### src/rtl/dff_bank_pkg.sv
// rtl/dff_bank_pkg.sv - shared types and defaults for the flip-flop bank arbiter
package dff_bank_pkg;

    typedef enum logic [1:0] {
        IDLE    = 2'd0,
        GRANT   = 2'd1,
        LOAD    = 2'd2,
        RELEASE = 2'd3
    } state_t;

    localparam int NREQ_DEF  = 4;
    localparam int WIDTH_DEF = 8;

endpackage

### src/rtl/rr_pick.sv
// rtl/rr_pick.sv - combinational round-robin search starting at ptr
module rr_pick
    import dff_bank_pkg::*;
#(
    parameter int NREQ = NREQ_DEF
) (
    input  logic [NREQ-1:0]         req,
    input  logic [$clog2(NREQ)-1:0] ptr,
    output logic                    valid,
    output logic [$clog2(NREQ)-1:0] idx
);

    localparam int IW = $clog2(NREQ);

    logic [IW-1:0] cand;

    // First set request at or after ptr; the index wraps naturally because NREQ is a power of two.
    always_comb begin
        valid = 1'b0;
        idx   = '0;
        cand  = '0;
        for (int k = 0; k < NREQ; k++) begin
            cand = ptr + k[IW-1:0];
            if (!valid && req[cand]) begin
                valid = 1'b1;
                idx   = cand;
            end
        end
    end

endmodule

### src/rtl/dff_bank_arbiter.sv
// rtl/dff_bank_arbiter.sv - round-robin owner of a shared WIDTH-bit register bank
module dff_bank_arbiter
    import dff_bank_pkg::*;
#(
    parameter int NREQ  = NREQ_DEF,
    parameter int WIDTH = WIDTH_DEF
) (
    input  logic                    clk,
    input  logic                    rst_n,
    input  logic [NREQ-1:0]         req,
    input  logic [NREQ*WIDTH-1:0]   wdata,
    output logic [NREQ-1:0]         gnt,
    output logic [$clog2(NREQ)-1:0] owner,
    output logic                    busy,
    output logic                    done,
    output logic [WIDTH-1:0]        q
);

    localparam int IW = $clog2(NREQ);

    state_t          state;
    state_t          state_n;
    logic [IW-1:0]   ptr;
    logic [IW-1:0]   ptr_n;
    logic [IW-1:0]   owner_n;
    logic [IW-1:0]   owner_inc;
    logic [NREQ-1:0] gnt_n;
    logic            busy_n;
    logic            done_n;
    logic            load_en;
    logic            owner_req;
    logic [WIDTH-1:0] owner_word;
    logic            pick_valid;
    logic [IW-1:0]   pick_idx;

    rr_pick #(
        .NREQ (NREQ)
    ) u_pick (
        .req   (req),
        .ptr   (ptr),
        .valid (pick_valid),
        .idx   (pick_idx)
    );

    // Only the current owner's request line matters once a grant is out.
    assign owner_req = req[owner];
    assign owner_inc = owner + IW'(1);

    // Select the owner's write word for the bank input.
    always_comb begin
        owner_word = '0;
        for (int i = 0; i < NREQ; i++) begin
            if (owner == i[IW-1:0]) begin
                owner_word = wdata[i*WIDTH +: WIDTH];
            end
        end
    end

    // Next state and next registered outputs; aborts and releases both move ptr past the owner.
    always_comb begin
        state_n = state;
        ptr_n   = ptr;
        owner_n = owner;
        gnt_n   = gnt;
        busy_n  = busy;
        done_n  = 1'b0;
        load_en = 1'b0;
        case (state)
            IDLE: begin
                gnt_n  = '0;
                busy_n = 1'b0;
                if (pick_valid) begin
                    state_n         = GRANT;
                    owner_n         = pick_idx;
                    gnt_n[pick_idx] = 1'b1;
                    busy_n          = 1'b1;
                end
            end
            GRANT: begin
                if (owner_req) begin
                    state_n = LOAD;
                end else begin
                    state_n = IDLE;
                    gnt_n   = '0;
                    busy_n  = 1'b0;
                    ptr_n   = owner_inc;
                end
            end
            LOAD: begin
                if (owner_req) begin
                    state_n = RELEASE;
                    load_en = 1'b1;
                    gnt_n   = '0;
                    done_n  = 1'b1;
                end else begin
                    state_n = IDLE;
                    gnt_n   = '0;
                    busy_n  = 1'b0;
                    ptr_n   = owner_inc;
                end
            end
            RELEASE: begin
                state_n = IDLE;
                gnt_n   = '0;
                busy_n  = 1'b0;
                ptr_n   = owner_inc;
            end
            default: begin
                state_n = IDLE;
                gnt_n   = '0;
                busy_n  = 1'b0;
            end
        endcase
    end

    // Control registers; reset discards any transaction in flight.
    always_ff @(posedge clk) begin
        if (!rst_n) begin
            state <= IDLE;
            ptr   <= '0;
            owner <= '0;
            gnt   <= '0;
            busy  <= 1'b0;
            done  <= 1'b0;
        end else begin
            state <= state_n;
            ptr   <= ptr_n;
            owner <= owner_n;
            gnt   <= gnt_n;
            busy  <= busy_n;
            done  <= done_n;
        end
    end

    // The shared bank itself; it only loads on a successful LOAD cycle.
    always_ff @(posedge clk) begin
        if (!rst_n) begin
            q <= '0;
        end else if (load_en) begin
            q <= owner_word;
        end
    end

endmodule

### config.mk
export PLATFORM = sky130hd
export DESIGN_NAME = dff_bank_arbiter
export DESIGN_NICKNAME = d
export VERILOG_FILES = /design/src/rtl/dff_bank_pkg.sv /design/src/rtl/rr_pick.sv /design/src/rtl/dff_bank_arbiter.sv
export SDC_FILE = /design/constraint.sdc
export NUM_CORES = 1
export LEC_CHECK = 0
export ABC_AREA = 0
export CAP_MARGIN = 20
export CELL_PAD_IN_SITES_DETAIL_PLACEMENT = 0
export CELL_PAD_IN_SITES_GLOBAL_PLACEMENT = 2
export CORE_UTILIZATION = 36
export DETAILED_ROUTE_END_ITERATION = 7
export DONT_BUFFER_PORTS = 1
export PLACE_DENSITY = 0.82
export SLEW_MARGIN = 20
export SYNTH_ARGS = -nofsm -noshare
export SYNTH_HDL_FRONTEND = slang
export SYNTH_SLANG_ARGS = --single-unit
### constraint.sdc
create_clock -name clk -period 3.4 [get_ports clk]
set_input_delay 0.17 -clock clk [delete_from_list [all_inputs] [get_ports clk]]
set_output_delay 0.17 -clock clk [all_outputs]
set_load 0.02 [all_outputs]
Word level (Yosys, flattened, before mapping)
Cells that the tools add are included.

word-level totals
  register bits = 20
  bits of input ports = 38

cells by class
  add/sub/neg operators = 4
  order comparisons = 7
  eq/ne operators = 9
  multiplexer cells = 38
  reductions and logical operators = 14

operators with widths
  kind                   count
  $mux W8                4
  $lt A2 B3 Y1 const B   6
  $mux W2                8
  $mux W1                14
  $pmux W4 S3            1
  $bmux W1 S2            5
  $eq A2 B2 Y1 const B   4
  $mux W4                2
  $pmux W2 S4            1
  $ne A2 B2 Y1 const B   3
  $add A2 B1 Y2 const B  2
  $add A2 B2 Y2 const B  2
  $eq A2 B1 Y1 const B   2
  $logic_and A1 B1 Y1    4
  $logic_not A2 Y1       2
  $pmux W2 S2            1
  $reduce_and A2 Y1      2
  $reduce_or A2 Y1       2
  $logic_not A1 Y1       3
  $pmux W1 S3            1
  $demux W1 S2           1
  $ge A2 B1 Y1 const B   1
  $reduce_bool A2 Y1     1

Logic depth before layout (Yosys ltp)
  word-level depth = 18
  gate-level depth with buffers = 8

By module
A second synthesis with hierarchy kept.

unflattened totals
  cells, all modules = 156
  area, all modules = 1305.0 sq um

by module, submodules not included
  module            instances  cells each  area each (sq um)  sequential area each (sq um)
  dff_bank_arbiter  1          141         1227.4             400.4
  rr_pick           1          15          77.6               0.0

Worst setup path before layout
No wires, ideal clock.

  path type = register to register
  start = register owner[1]
  end = register q[0]
  setup time = 0.059 ns
  arrival time = 1.887 ns
  required time = 3.341 ns
  slack = 1.454 ns
  cell stages (with the launch flop) = 8
  path buffers = 1
  period minus slack after synthesis = 1.946 ns
  cells stage by stage = dfxtp_1 > inv_1 > ha_1 > buf_1 > nor2b_1 > a221oi_1 > o311ai_0 > o211a_1

on the way
  word-level cells in the longest chain between the ends = 5
  elaborated cells between the ends (all ways) = 12
  classes of those cells = eq/ne: 3; mux: 8; reduce/logical: 1

ends and longest elaborated chain
  what                    RTL line                 text
  from (decl)             dff_bank_arbiter.sv:13   output logic [$clog2(NREQ)-1:0] owner,
  from (signal assigned)  dff_bank_arbiter.sv:128  owner <= owner_n;
  $logic_not A2 Y1        dff_bank_arbiter.sv:53   if (owner == i[IW-1:0]) begin
  $mux W8 (4 in a row)    dff_bank_arbiter.sv:53
  to (signal assigned)    dff_bank_arbiter.sv:140  q <= owner_word;
  to (decl)               dff_bank_arbiter.sv:16   output logic [WIDTH-1:0] q

Parallel ways exist; a longest one is shown, timed or not. The select of a mux whose other input is x is not followed.
A chain may end at the register's enable or synchronous reset.

Worst setup path in the final report
  start = register owner[1]
  end = register q[5]

The elaborated chain is that of the path after synthesis.

==> metrics.txt <==
Post-synth EDFFs=0; gpl congestion=0.751; unrepaired setup endpoints after global routing=false; largest net degree at the start of global routing=19; ys flop type=dfxtp_1; Worst Path Required=3.66 ns; Psw=158 uW; status=finished, final reports clean; Synth area leaders=dfxtp_1 33%, ha_1 8.3%, o211a_1 7.5%; via count=1019; Sw Share=27.6%; Synth top cells by count=20 x dfxtp_1, 19 x nand2_1, 11 x nor2b_1, 9 x o211a_1, 8 x ha_1; VDD IR-drop max=255 uV; Core Footprint=0.00313 mm^2; Final TNS setup=0 ns; Max Fanout on Critical Path=10; Slew @ Worst Pin=0.580 ns; critical setup path kind=register to register; Mapped Area=0.00121 mm^2; count leader, synth=dfxtp_1; Worst Hold Depth=1; WP data arrival=2.54 ns; synthesized instance count=138; Max Cap Viol=0; final WL=2620 um; final setup fails=0; dpl hpwl=1980 um; total CTS buffers=3; worst hold path type=input pin to register; layout cells sized above 1=4.44%; Hold Path End=owner[1]$_SDFFE_PN0P_; die area=0.00359 mm^2; Gate power share=18.5%; flop2flop setup slack=1.12 ns; startpoint types=register; critical-path cell list=inv_1 > ha_1 > nor2b_1 > a221oi_1 > o311ai_0 > o211a_1; clock power share=34.2%; P_leak=0.555 nW; hold_sp=rst_n; FF-to-FF path depth=6; multi-input logic area=733 um^2; CTS sink count=20; vias per inst=5.69; FILL cells=328; synth unique cells=31; Tmin final=2.28 ns; slowest stage delay, CP=0.57 ns; worst r2r src=owner[1]$_SDFFE_PN0P_; syn avg cell area=8.74 um^2; Reg power frac=47.4%; # diodes=0; register area=400 um^2; Clock transition at path regs=0.12 ns; Final Cycle Share=66.9%; asr flop ratio synth=0%; Initial DRC Count=64; row cnt=20; top-area cell type share of the netlist area=33.2%; first-pass GRT wire length=4020 um; GRT Resource Usage Total=15.0%; Yosys reg bits=20; area leader, netlist=dfxtp_1; I/O pins=54; drt first pass iters=4; Final Instance Area=0.00128 mm^2; FF-to-FF End=q[5]$_SDFFE_PN0P_; Die X=59.9 um; power per cell area=446 mW/mm^2; vias in the first global route=940; Slew Limit Fails=0; input/output buffers=0; Slew headroom=61.3%; Pint=414 uW; Fin Hold WS=0.00184 ns; total chip power=573 uW; Fin. Hold Viols=0; GR Overflow Total=0; H-tree levels=1; initial core utilization=38.6%; Post-CTS Setup Inserts=0; FMAX=439 MHz; worst-case clock buffer depth=2; Final Skew=0.00315 ns; syn_nets=184; root buf cell=clkbuf_4; NumNets Final=182; sequential fraction of the synthesis area=33.2%; crit path from=owner[1]$_SDFFE_PN0P_; Detail Route Antenna Nets=0; number of synthesis warnings=0; Die H=59.9 um; DRC Markers=0; clk_lat worst skew=0.30 ns; synthesis-to-finish area growth=6.43%; slowest CP cell=dfxtp_1; Post-Place Cell Area=0.00121 mm^2; Critical Path Sink Type=register; initial antenna violation count=0; TritonCTS clock tree=built; WL/cell=14.7 um
## how the worst max path moves through the flow
stage,endpoint,depth (start not counted)
final,q[5]$_SDFFE_PN0P_,6
after global routing,q[7]$_SDFFE_PN0P_,6
after CTS,q[4]$_SDFFE_PN0P_,6
after detailed placement,q[4]$_SDFFE_PN0P_,6
after global placement,q[5]$_SDFFE_PN0P_,6
after floorplan,q[0]$_SDFFE_PN0P_,7
## flip-flops by register name, summed over array words and instances (netlist names)
register and cells:
busy 1, done 1, gnt 4, owner 2, ptr 2, q 8, state 2
## logic make-up after synthesis
logic type / synth area share, %
AO/OA/AOI/OAI: 28.1
flip-flops: 33.2
multiplexers: 4.36
AND/OR/NAND/NOR: 20.0
adder cells (fa/ha/maj): 8.30
buffers and inverters: 6.02
## routing by layer
metal / part of all wire, % / GRT usage [%]
met2: 46 / 26.0
met5: 0 / 0
met1: 44 / 17.7
met4: 1.1 / 5.98
met3: 8.8 / 3.68
## layout by cell type, fill, tap and decap left out, types with 2 or more instances in the layout
cell,instances
nand4_1,2
a31o_1,2
nand3_1,2
dfxtp_1,20
a21boi_0,3
and2_1,2
nor2b_1,11
mux2i_1,3
clkbuf_4,3
o211a_1,9
inv_1,6
o22ai_1,2
nand2_1,19
nor2_1,4
o21ai_0,3
nor4_1,3
o311ai_0,7
a21oi_1,7
a221oi_1,7
nand2b_1,2
ha_1,8
dlygate4sd3_1,2
## power groups by stage
stage	clock (mW)	sequential [mW]	combinational, mW
after global placement	0	0.276	0.100
after global routing	0.212	0.274	0.122
after detailed placement	0	0.277	0.102
after floorplan	0	0.272	0.0916
after CTS	0.202	0.272	0.106
final	0.196	0.271	0.106
## what timing repair did
action                    4_1_cts  5_1_grt
hold buffers                    1        1
gates resized for setup         0        0
hold endpoints to repair       16        1
## critical path: cells and delay by family, from the launching register on
kind	cells	cell delay, ns
flops	1	0.57
fa+ha+maj	1	0.32
buf+inv	1	0.11
simple gates	1	0.42
compound gates	3	0.80
## per-stage QoR
stage / util (%) / instances / setup WS, ns
CTS: 40.7 / 178 / 1.13
finish: 41.0 / 179 / 1.12
global route: 41.0 / 179 / 0.922
global placement: 38.7 / 173 / 1.23
detailed placement: 38.7 / 173 / 1.16
floorplan: - / 138 / 1.45
## area by class of cell
cell class	count	area share [%]
Tap cell	44	4.29
Timing Repair Buffer	2	1.56
Clock buffer	3	1.75
Clock inverter	1	2.34
Multi-Input combinational cell	103	57.1
Sequential cell	20	31.2
Inverter	6	1.75
Power figures use the tool's default switching activity.
